<file path="config.mk">
export PLATFORM = sky130hd
export DESIGN_NAME = request_arbiter_flat
export DESIGN_NICKNAME = d
export VERILOG_FILES = /design/src/rtl/request_arbiter_if.sv /design/src/rtl/request_arbiter.sv /design/src/flat_wrapper.sv
export SDC_FILE = /design/constraint.sdc
export NUM_CORES = 1
export LEC_CHECK = 0
export ABC_AREA = 1
export CAP_MARGIN = 10
export CELL_PAD_IN_SITES_DETAIL_PLACEMENT = 1
export CELL_PAD_IN_SITES_GLOBAL_PLACEMENT = 1
export CORE_ASPECT_RATIO = 1.75
export CORE_MARGIN = 5
export CORE_UTILIZATION = 41
export CTS_CLUSTER_SIZE = 24
export DETAILED_ROUTE_END_ITERATION = 16
export PLACE_DENSITY_LB_ADDON = 0.1
export REMOVE_ABC_BUFFERS = 1
export SYNTH_ARGS = -nofsm -noshare
export SYNTH_HDL_FRONTEND = slang
export SYNTH_SLANG_ARGS = --single-unit
</file>
<file path="constraint.sdc">
create_clock -name clk -period 7.7 [get_ports clk]
set_input_delay 1.54 -clock clk [delete_from_list [all_inputs] [get_ports clk]]
set_output_delay 1.54 -clock clk [all_outputs]
set_load 0.05 [all_outputs]
</file>
<file path="src/rtl/request_arbiter_if.sv">
// Request/grant bundle between request sources, the arbiter and the
// grant consumer (one-hot-to-index decoder side).
interface request_arbiter_if #(
    parameter int N = 32
);
    logic [N-1:0] req;
    logic [N-1:0] mask;
    logic         ack;
    logic [N-1:0] grant;
    logic         valid;
    logic [N-1:0] pending;
    logic [4:0]   ptr;

    modport master (
        output req,
        output mask,
        output ack,
        input  grant,
        input  valid,
        input  pending,
        input  ptr
    );

    modport slave (
        input  req,
        input  mask,
        input  ack,
        output grant,
        output valid,
        output pending,
        output ptr
    );
endinterface

</file>
<file path="src/rtl/request_arbiter.sv">
// Round-robin arbiter: sticky pending capture, one held one-hot grant
// at a time, released by ack.
module request_arbiter #(
    parameter int N = 32
) (
    input  logic             clk,
    input  logic             rst,
    request_arbiter_if.slave bus
);
    typedef enum logic {
        IDLE  = 1'b0,
        GRANT = 1'b1
    } state_t;

    state_t       state_q, state_n;
    logic [N-1:0] pending_q, pending_n;
    logic [N-1:0] grant_q, grant_n;
    logic [4:0]   ptr_q, ptr_n;
    logic [4:0]   gidx_q, gidx_n;
    logic [N-1:0] clr;
    logic [N-1:0] eligible;
    logic         found;
    logic [4:0]   sel;

    assign eligible = pending_q & bus.mask;

    // Scan from ptr upward with 5-bit wrap; first hit wins.
    always_comb begin
        found = 1'b0;
        sel   = 5'd0;
        for (int i = 0; i < N; i++) begin
            logic [4:0] idx;
            idx = ptr_q + 5'(i);
            if (!found && eligible[idx]) begin
                found = 1'b1;
                sel   = idx;
            end
        end
    end

    always_comb begin
        state_n = state_q;
        grant_n = grant_q;
        gidx_n  = gidx_q;
        ptr_n   = ptr_q;
        clr     = '0;
        unique case (state_q)
            IDLE: begin
                if (found) begin
                    grant_n      = '0;
                    grant_n[sel] = 1'b1;
                    gidx_n       = sel;
                    state_n      = GRANT;
                end
            end
            GRANT: begin
                if (bus.ack) begin
                    clr     = grant_q;
                    ptr_n   = gidx_q + 5'd1;
                    grant_n = '0;
                    state_n = IDLE;
                end
            end
            default: begin
                state_n = IDLE;
                grant_n = '0;
            end
        endcase
        // A request arriving with the clearing ack re-arms the bit.
        pending_n = (pending_q & ~clr) | bus.req;
    end

    always_ff @(posedge clk or posedge rst) begin
        if (rst) begin
            state_q   <= IDLE;
            pending_q <= '0;
            grant_q   <= '0;
            gidx_q    <= 5'd0;
            ptr_q     <= 5'd0;
        end else begin
            state_q   <= state_n;
            pending_q <= pending_n;
            grant_q   <= grant_n;
            gidx_q    <= gidx_n;
            ptr_q     <= ptr_n;
        end
    end

    assign bus.grant   = grant_q;
    assign bus.valid   = (state_q == GRANT);
    assign bus.pending = pending_q;
    assign bus.ptr     = ptr_q;
endmodule

</file>
<file path="src/flat_wrapper.sv">
// flat-port wrapper written by rule: the top's interface ports become plain ports
module request_arbiter_flat 
#(
    parameter int N = 32
)
  (clk, rst, bus_req, bus_mask, bus_ack, bus_grant, bus_valid, bus_pending, bus_ptr);
  request_arbiter_if #(.N(N)) bus_i ();
  input  logic clk;
  input  logic rst;
  input wire logic [$bits(bus_i.req)-1:0] bus_req;
  input wire logic [$bits(bus_i.mask)-1:0] bus_mask;
  input wire logic [$bits(bus_i.ack)-1:0] bus_ack;
  output wire logic [$bits(bus_i.grant)-1:0] bus_grant;
  output wire logic [$bits(bus_i.valid)-1:0] bus_valid;
  output wire logic [$bits(bus_i.pending)-1:0] bus_pending;
  output wire logic [$bits(bus_i.ptr)-1:0] bus_ptr;
  assign bus_i.req = bus_req;
  assign bus_i.mask = bus_mask;
  assign bus_i.ack = bus_ack;
  assign bus_grant = bus_i.grant;
  assign bus_valid = bus_i.valid;
  assign bus_pending = bus_i.pending;
  assign bus_ptr = bus_i.ptr;
  request_arbiter #(.N(N)) u_core (.clk(clk), .rst(rst), .bus(bus_i));
endmodule
</file>
==> results.yml, run 1 <==
routing:
  drt-pass1-iter-count: 5
  routed.top_layer: "met4"
  wl_met1_mm: 12.8
  wl_met3_mm: 1.88
  wl_met2_mm: 20.3
  wl_per_cell_um: 22.7
  viasPerCell: 5.79
  drc: 0
  drt_iter0_markers: 566
  drt-total-wl_mm: 38.5
  vias: 9823
  ant_nets: 0
placement:
  dp.cells: 1681
  dp_slack_ns: 1.23
  port-buffer-count: 136
  gp_congestion: 1.03
  place_hpwl_mm: 31.1
floorplan:
  ios: 137
  die_area_um2: 22400
  fp.dieW_um: 115
  rows: 67
  die_y_um: 194
  start_util_pct: 41.6
  coreArea_um2: 19100
global_route:
  grt_pass1_wl_mm: 59.2
  grt_usage_pct: 34.6
  grt_pass1_vias: 10604
  grt_max_degree: 54
  antenna_found_initial: 0
  grt-ovfl-total: 0
sta:
  setup_tns_ns: 0
  finalClockSkew_ns: 0.00714
  hold_violations: 0
  relSlewSlack_pct: 35.0
  min_period_over_period_pct: 84.7
  finalSetupViolCount: 0
  fmax_mhz: 153
  hold_slack_ns: 0.513
  worst_pin_slew_ns: 0.975
  post-route-min-period_ns: 6.52
  finalWorstSetupSlack_ns: 1.18
  timing.final.max_slew_violations: 0
  rsz0062_at_grt: "false"
synthesis:
  synthCells: 1321
  yosysWarnings: 0
  synth_seq_cells: 75
  synthFlopType: "dfrtp_1"
  ys_types: 47
  synthesis.area_per_instance_um2: 6.02
  synth_edf_count: 0
  synthArstFlopShare_pct: 100
  ys_seq_area_share_pct: 23.6
  synth_area_um2: 7950
final_layout:
  area_growth_pct: 23.2
  nets: 1531
  drive_gt1_share_pct: 8.04
  insertedDiodeCount: 0
  instances_no_fill: 1697
cts:
  cts.sinks: 75
  clk_latency_ns: 0.34
  cts_setup_buffers: 0
  cts_resized: 0
  path_clk_slew_ns: 0.07
  hold_buffers: 0
  h-tree-depth: 3
  root_buffer: "clkbuf_16"
  numCtsBuffers: 9
  cts_tree: "done"
  cts.path.max_buffers: 2
worst_setup_path:
  endpoint_kind: "flop"
  rrSetupSlack_ns: 1.18
  r2r_cells: 30
  critical-path-slowest-cell: "ha_1"
  timing.critical_path.slowest_cell_delay_ns: 0.80
  r2r_start: "u_core.bus.ptr[0]$_DFFE_PP0P_"
  r2r-end: "u_core.bus.grant[0]$_DFFE_PP0P_"
  start_kind: "flop"
  critPathArrivalTime_ns: 6.80
  setup.worst_path.class: "reg2reg"
  crit_required_ns: 7.98
  worst-path-max-fanout: 37
hold_path:
  min_path_type: "reg2reg"
  hp-start: "u_core.bus.pending[10]$_DFF_PP0_"
  hold_path_depth: 1
  holdPathEnd: "u_core.bus.pending[10]$_DFF_PP0_"
run:
  drv_cap: 0
run_status:
  status: "finished, final reports clean"
cells by family (layout without fill, tap and decap cells):
kind of cell,count (synthesis),count (layout),share of synthesized area [%]
compound gates,132,132,10.4
buf+inv,171,306,9.78
flops,75,75,23.6
fa+ha+maj,13,13,2.05
simple gates,913,913,51.8
xor+xnor,17,17,2.39
synthesized netlist by cell type (2+ instances only):
cell type	count	area, um^2
o21ai_0	58	290
o21ai_1	4	20.0
nand2_2	10	62.6
nor2_1	104	390
buf_4	6	45.0
nand2_1	498	1870
dfrtp_1	75	1880
o21ai_4	2	32.5
nor3_1	8	40.0
nor2_2	13	81.3
buf_6	9	101
o21ai_2	3	26.3
inv_2	11	41.3
nand4_1	27	169
clkbuf_1	8	30.0
nand4_4	3	63.8
o21bai_1	7	52.6
o2111ai_1	2	17.5
ha_1	13	163
nand3_2	4	40.0
inv_1	118	443
buf_1	2	7.51
a21o_1	26	195
xor2_1	12	105
nand4_2	10	125
a21oi_1	10	50.1
buf_8	2	30.0
buf_2	11	55.1
xor2_2	3	48.8
nand3_1	219	1100
a31oi_1	11	68.8
nor2_4	11	124
o21a_1	7	52.6
per-stage QoR:
stage                     area [um^2]  utilization [%]
after floorplan                  7680                -
after global placement           9510             49.8
after detailed placement         9510             49.8
after CTS                        9800             51.3
after global routing             9800             51.3
final                            9800             51.3
per-layer routing:
layer  vias to the layer above  GRT usage (%)
li1                       4555              -
met1                      4732           33.7
met2                       374           63.7
met3                       162           5.06
met4                         0           25.6
met5                         -              0
worst max-delay path, delay by kind of cell, from the launching register on:
kind | cells | cell delay [ns]
buffers and inverters | 3 | 0.70
adders and majority gates | 1 | 0.80
and+or+nand+nor | 26 | 4.27
DFF | 1 | 0.63
area by class of cell:
type | instances | area (um^2)
fill | 2657 | 9310
multi-input combinational | 1075 | 5300
sequential | 75 | 1880
timing repair buffer | 158 | 1530
inverter | 132 | 505
tap | 241 | 302
clock buffer | 9 | 225
clock inverter | 7 | 68.8
how the worst max path moves through the flow:
stage                     cells past startpoint                           from                          endpoint  slack [ns]
after global routing                         33  u_core.bus.ptr[0]$_DFFE_PP0P_   u_core.bus.grant[0]$_DFFE_PP0P_        0.84
after global placement                       30                    bus_mask[5]   u_core.bus.grant[4]$_DFFE_PP0P_        1.32
after floorplan                              28  u_core.bus.ptr[0]$_DFFE_PP0P_   u_core.bus.grant[0]$_DFFE_PP0P_        1.89
final                                        30  u_core.bus.ptr[0]$_DFFE_PP0P_   u_core.bus.grant[0]$_DFFE_PP0P_        1.18
after detailed placement                     35                    bus_mask[3]  u_core.bus.grant[11]$_DFFE_PP0P_        1.23
after CTS                                    33  u_core.bus.ptr[0]$_DFFE_PP0P_   u_core.bus.grant[0]$_DFFE_PP0P_        1.33
cell usage in the layout, fill, tap and decap left out, drive strengths merged:
| cell | n |
|---|---|
| nor3 | 8 |
| nand3b | 1 |
| nor3b | 1 |
| o21bai | 7 |
| clkinv | 6 |
| a211o | 1 |
| inv | 130 |
| or3b | 1 |
| ha | 13 |
| bufinv | 1 |
| nor2 | 129 |
| buf | 22 |
| a21oi | 10 |
| dfrtp | 75 |
| clkinvlp | 2 |
| o21a | 7 |
| or2 | 1 |
| xor2 | 15 |
| a31oi | 11 |
| clkbuf | 9 |
| clkdlybuf4s50 | 136 |
| nand2 | 509 |
| nand3 | 223 |
| o21ai | 67 |
| a21o | 26 |
| nand4 | 40 |
| xnor2 | 2 |
| o2111ai | 2 |
| a2111oi | 1 |
flip-flops by register name (all words and copies together) (netlist names):
| signal | flops |
|---|---|
| u_core.bus.grant | 32 |
| u_core.bus.pending | 32 |
| u_core.bus.ptr | 5 |
| u_core.gidx_q | 5 |
| u_core.bus.valid | 1 |
Power of run 1 is left out: the tool's default activity adds up to more than one toggle a clock period on the data nets, which glitch-free logic cannot reach.
==> run 2: changes to the inputs <==
--- a/config.mk
+++ b/config.mk
@@ -11,7 +11,7 @@
 export CELL_PAD_IN_SITES_GLOBAL_PLACEMENT = 1
 export CORE_ASPECT_RATIO = 1.75
 export CORE_MARGIN = 5
-export CORE_UTILIZATION = 41
+export CORE_UTILIZATION = 38
 export CTS_CLUSTER_SIZE = 24
 export DETAILED_ROUTE_END_ITERATION = 16
 export PLACE_DENSITY_LB_ADDON = 0.1
==> constraint.sdc (replaced) <==
create_clock -name clk -period 6.4 [get_ports clk]
set_input_delay 1.28 -clock clk [delete_from_list [all_inputs] [get_ports clk]]
set_output_delay 1.28 -clock clk [all_outputs]
set_load 0.05 [all_outputs]
==> run 2 against run 1 <==
- critical path depth rose by 1
- count of clock-buffer cells in the layout rose by 1
- first-iteration DRC count fell by 34%
- largest cell class unchanged
==> results.yml, run 2 (synthesized netlist as in run 1, its figures left out) <==
global_route:
  grt_usage_pct: 32.4
  grt_max_degree: 60
  gr-usage-met1_pct: 32.3
  grt_pass1_vias: 10593
  grt-busiest-layer: "met2"
  antenna_found_initial: 0
  grt-ovfl-total: 0
  grt_pass1_wl_mm: 59.9
  use_met3_pct: 4.25
  gr-usage-met2_pct: 59.7
routing:
  drc: 0
  ant_nets: 0
  drt-total-wl_mm: 38.4
  wl_per_cell_um: 22.1
  drt-pass1-iter-count: 5
  vias: 9683
  viasPerCell: 5.58
  drt_iter0_markers: 372
cts:
  h-tree-depth: 3
  cts.path.max_buffers: 2
  hold_buffers: 0
  cts.sinks: 75
  path_clk_slew_ns: 0.06
  root_buffer: "clkbuf_16"
  cts_resized: 0
  clk_latency_ns: 0.34
  cts_setup_buffers: 0
  cts_tree: "done"
  numCtsBuffers: 9
final_layout:
  drive_gt1_share_pct: 9.78
  final_common_cell: "nand2_1"
  final_cell_mix: "498 x nand2_1, 219 x nand3_1, 136 x clkdlybuf4s50_1"
  instances_no_fill: 1735
  area_growth_pct: 26.1
  insertedDiodeCount: 0
  nets: 1558
  fin_util_pct: 48.3
  fillCellCount: 2865
sta:
  finalClockSkew_ns: 0.00705
  worst_pin_slew_ns: 1.02
  fmax_mhz: 165
  post-route-min-period_ns: 6.04
  hold_violations: 0
  relSlewSlack_pct: 31.0
  finalSetupViolCount: 0
  rsz0062_at_grt: "false"
  timing.final.max_slew_violations: 0
  setup_tns_ns: 0
  min_period_over_period_pct: 94.4
worst_setup_path:
  setup.worst_path.class: "in2reg"
  r2r-end: "u_core.bus.grant[18]$_DFFE_PP0P_"
  timing.critical_path.slowest_cell_delay_ns: 0.52
  r2r_cells: 28
  critPathArrivalTime_ns: 6.32
  rrSetupSlack_ns: 0.43
  start_kind: "input pin"
  worst-path-max-fanout: 6
  crit_required_ns: 6.68
  endpoint_kind: "flop"
  r2r_start: "u_core.bus.ptr[1]$_DFFE_PP0P_"
  path_common_cell: "nand2_1"
  critical-path-slowest-cell: "o21ai_0"
floorplan:
  die_y_um: 201
  die_area_um2: 24000
  start_util_pct: 38.3
  ios: 137
  coreArea_um2: 20800
  rows: 70
  fp.dieW_um: 119
placement:
  port-buffer-count: 136
  gp_congestion: 1.03
  dp.cells: 1719
  place_hpwl_mm: 32.2
hold_path:
  min_path_type: "reg2reg"
  hp-start: "u_core.gidx_q[4]$_DFFE_PP0P_"
  holdPathEnd: "u_core.gidx_q[4]$_DFFE_PP0P_"
  hold_path_depth: 2
run_status:
  status: "finished, final reports clean"
run:
  drv_cap: 0
## run 2: how the worst max path moves through the flow
stage | startpoint | to | slack, ns
after detailed placement | bus_mask[2] | u_core.bus.grant[29]$_DFFE_PP0P_ | 0.04
after CTS | bus_mask[2] | u_core.bus.grant[26]$_DFFE_PP0P_ | 0.35
final | bus_mask[2] | u_core.bus.grant[29]$_DFFE_PP0P_ | 0.36
after floorplan | u_core.bus.ptr[0]$_DFFE_PP0P_ | u_core.bus.grant[0]$_DFFE_PP0P_ | 0.59
after global routing | bus_mask[0] | u_core.bus.grant[17]$_DFFE_PP0P_ | 0.01
after global placement | bus_mask[2] | u_core.bus.grant[29]$_DFFE_PP0P_ | 0.09
## run 2: critical path: cells and delay by family
kind | cells | cell delay [ns]
buf+inv | 3 | 0.75
simple gates | 25 | 3.45
compound gates | 3 | 0.84
## run 2: metal layers
layer  vias up  share of wire, %
met2       306                53
li1       4610                 -
met1      4626                35
met4         0               8.8
met5         -                 0
met3       141               3.8
## run 2: stage by stage
step | hold slack, ns | worst slack (ns) | area [um^2]
2_1_floorplan | 0.472 | 0.589 | 7680
3_3_place_gp | 0.486 | 0.0885 | 9730
3_5_place_dp | 0.493 | 0.0385 | 9730
4_1_cts | 0.508 | 0.350 | 10000
5_1_grt | 0.536 | 0.00951 | 10000
6_report | 0.509 | 0.357 | 10000
## run 2: layout make-up
type                            count  area [um^2]  share of cell area (%)
Clock buffer                       10          239                    2.38
Clock inverter                      6         65.1                   0.649
Inverter                          132          507                    5.05
Multi-Input combinational cell   1075         5300                    52.8
Sequential cell                    75         1880                    18.7
Tap cell                          252          315                    3.14
Timing Repair Buffer              185         1730                    17.2
Power of run 2 is left out for the same reason.
==> run 3: changes to the inputs <==
--- a/config.mk
+++ b/config.mk
@@ -14,6 +14,7 @@
 export CORE_UTILIZATION = 38
 export CTS_CLUSTER_SIZE = 24
 export DETAILED_ROUTE_END_ITERATION = 16
+export MAX_ROUTING_LAYER = met4
 export PLACE_DENSITY_LB_ADDON = 0.1
 export REMOVE_ABC_BUFFERS = 1
 export SYNTH_ARGS = -nofsm -noshare
==> run 3 against run 2 <==
- non-clock buffer count stayed put
- critical path depth stayed put
- critical path type unchanged
- routed wire length is 2.6% higher
- cell count stayed put
- register-to-register slack worse by 0.09 ns
- largest cell class unchanged
- clock skew is 0.0019 ns higher
- final area hardly changed
- first-iteration DRC count is 25% higher
- highest routed layer unchanged
==> results.yml, run 3 (synthesized netlist as in run 1, its figures left out) <==
run_status:
  status: "finished, final reports clean"
worst_setup_path:
  setup.worst_path.class: "in2reg"
  r2r_cells: 33
  worst-path-max-fanout: 6
  critical-path-slowest-cell: "o21ai_0"
  timing.critical_path.slowest_cell_delay_ns: 0.52
  critPathArrivalTime_ns: 6.42
  start_kind: "input pin"
  r2r-end: "u_core.bus.grant[11]$_DFFE_PP0P_"
  crit_required_ns: 6.68
  rrSetupSlack_ns: 0.34
  path_common_cell: "nand2_1"
  endpoint_kind: "flop"
  r2r_start: "u_core.bus.ptr[1]$_DFFE_PP0P_"
final_layout:
  instances_no_fill: 1735
  area_growth_pct: 26.1
  fillCellCount: 2827
  final_common_cell: "nand2_1"
  fin_area_um2: 10000
  final_cell_mix: "498 x nand2_1, 219 x nand3_1, 136 x clkdlybuf4s50_1"
  multiInputGateArea_um2: 5300
  insertedDiodeCount: 0
  nets: 1558
  drive_gt1_share_pct: 9.84
  seq_area_um2: 1880
sta:
  hold_slack_ns: 0.512
  hold_violations: 0
  finalSetupViolCount: 0
  rsz0062_at_grt: "true"
  relSlewSlack_pct: 33.1
  timing.final.max_slew_violations: 0
  fmax_mhz: 163
  worst_pin_slew_ns: 1.00
  min_period_over_period_pct: 95.8
  finalWorstSetupSlack_ns: 0.266
  post-route-min-period_ns: 6.13
  finalClockSkew_ns: 0.00895
global_route:
  antenna_found_initial: 0
  grt_max_degree: 76
  grt-ovfl-total: 0
  grt_usage_pct: 33.4
  grt_pass1_vias: 10395
  grt_pass1_wl_mm: 60.0
routing:
  viasPerCell: 5.62
  drt_iter0_markers: 464
  wl_per_cell_um: 22.7
  drt-pass1-iter-count: 5
  drc: 0
  vias: 9744
  drt-total-wl_mm: 39.4
  ant_nets: 0
placement:
  gp_congestion: 1.04
  place_hpwl_mm: 32.5
  port-buffer-count: 136
  placed_area_um2: 9730
  dp_slack_ns: 0.0438
  dp.cells: 1719
floorplan:
  die_area_um2: 24000
  start_util_pct: 38.3
  coreArea_um2: 20800
  die_y_um: 201
  ios: 137
  rows: 70
  fp.dieW_um: 119
cts:
  cts.sinks: 75
  numCtsBuffers: 9
  clk_latency_ns: 0.34
  cts_tree: "done"
  root_buffer: "clkbuf_16"
  h-tree-depth: 3
  path_clk_slew_ns: 0.07
  cts.path.max_buffers: 2
hold_path:
  min_path_type: "reg2reg"
  hp-start: "u_core.bus.pending[19]$_DFF_PP0_"
  holdPathEnd: "u_core.bus.pending[19]$_DFF_PP0_"
  hold_path_depth: 1
run:
  drv_cap: 0
## run 3: changes by cell type in the layout (fill, tap and decap cells not counted), sizes merged
| cell | previous run | this run |
|---|---|---|
| clkinv | 7 | 5 |
| inv | 129 | 131 |
## run 3: layout make-up
cell class / count / area share (%)
well taps: 252 / 3.14
multi-input cells: 1075 / 52.8
flip-flops and latches: 75 / 18.7
inverters: 132 / 5.05
clock buffers: 10 / 2.28
clock inverters: 6 / 0.723
repair buffers: 185 / 17.2
## run 3: metal layers
| metal | vias to the layer above | track usage, % | wire [um] |
|---|---|---|---|
| met5 | - | - | 0 |
| met4 | 0 | 22.7 | 3270 |
| met3 | 127 | 3.85 | 1480 |
| met2 | 306 | 61.1 | 20800 |
| met1 | 4705 | 32.4 | 13800 |
| li1 | 4606 | - | - |
## run 3: critical path, delay by kind of cell
kind | cells | cell delay (ns)
AND/OR/NAND/NOR | 25 | 3.51
AO/OA/AOI/OAI | 3 | 0.83
buffers and inverters | 3 | 0.76
## run 3: how the worst max path moves through the flow
stage,from,endpoint,slack [ns]
after floorplan,u_core.bus.ptr[0]$_DFFE_PP0P_,u_core.bus.grant[0]$_DFFE_PP0P_,0.59
after global placement,bus_mask[2],u_core.bus.grant[29]$_DFFE_PP0P_,0.08
after detailed placement,bus_mask[2],u_core.bus.grant[23]$_DFFE_PP0P_,0.04
after CTS,u_core.bus.ptr[1]$_DFFE_PP0P_,u_core.bus.grant[11]$_DFFE_PP0P_,0.12
after global routing,bus_mask[11],u_core.bus.grant[28]$_DFFE_PP0P_,-0.007
final,bus_mask[2],u_core.bus.grant[11]$_DFFE_PP0P_,0.27
## run 3: timing repair
item / in CTS / in global routing
endpoints found under the setup margin: 0 / 30
resized for setup: 0 / 3
setup buffers: 0 / 0
hold buffers: 0 / 0
## run 3: stage by stage
step           TNS, ns  utilization, %
2_1_floorplan        0               -
4_1_cts              0            48.3
5_1_grt        -0.0186            48.3
6_report             0            48.3
3_5_place_dp         0            46.9
3_3_place_gp         0            46.9
Power of run 3 is left out for the same reason.
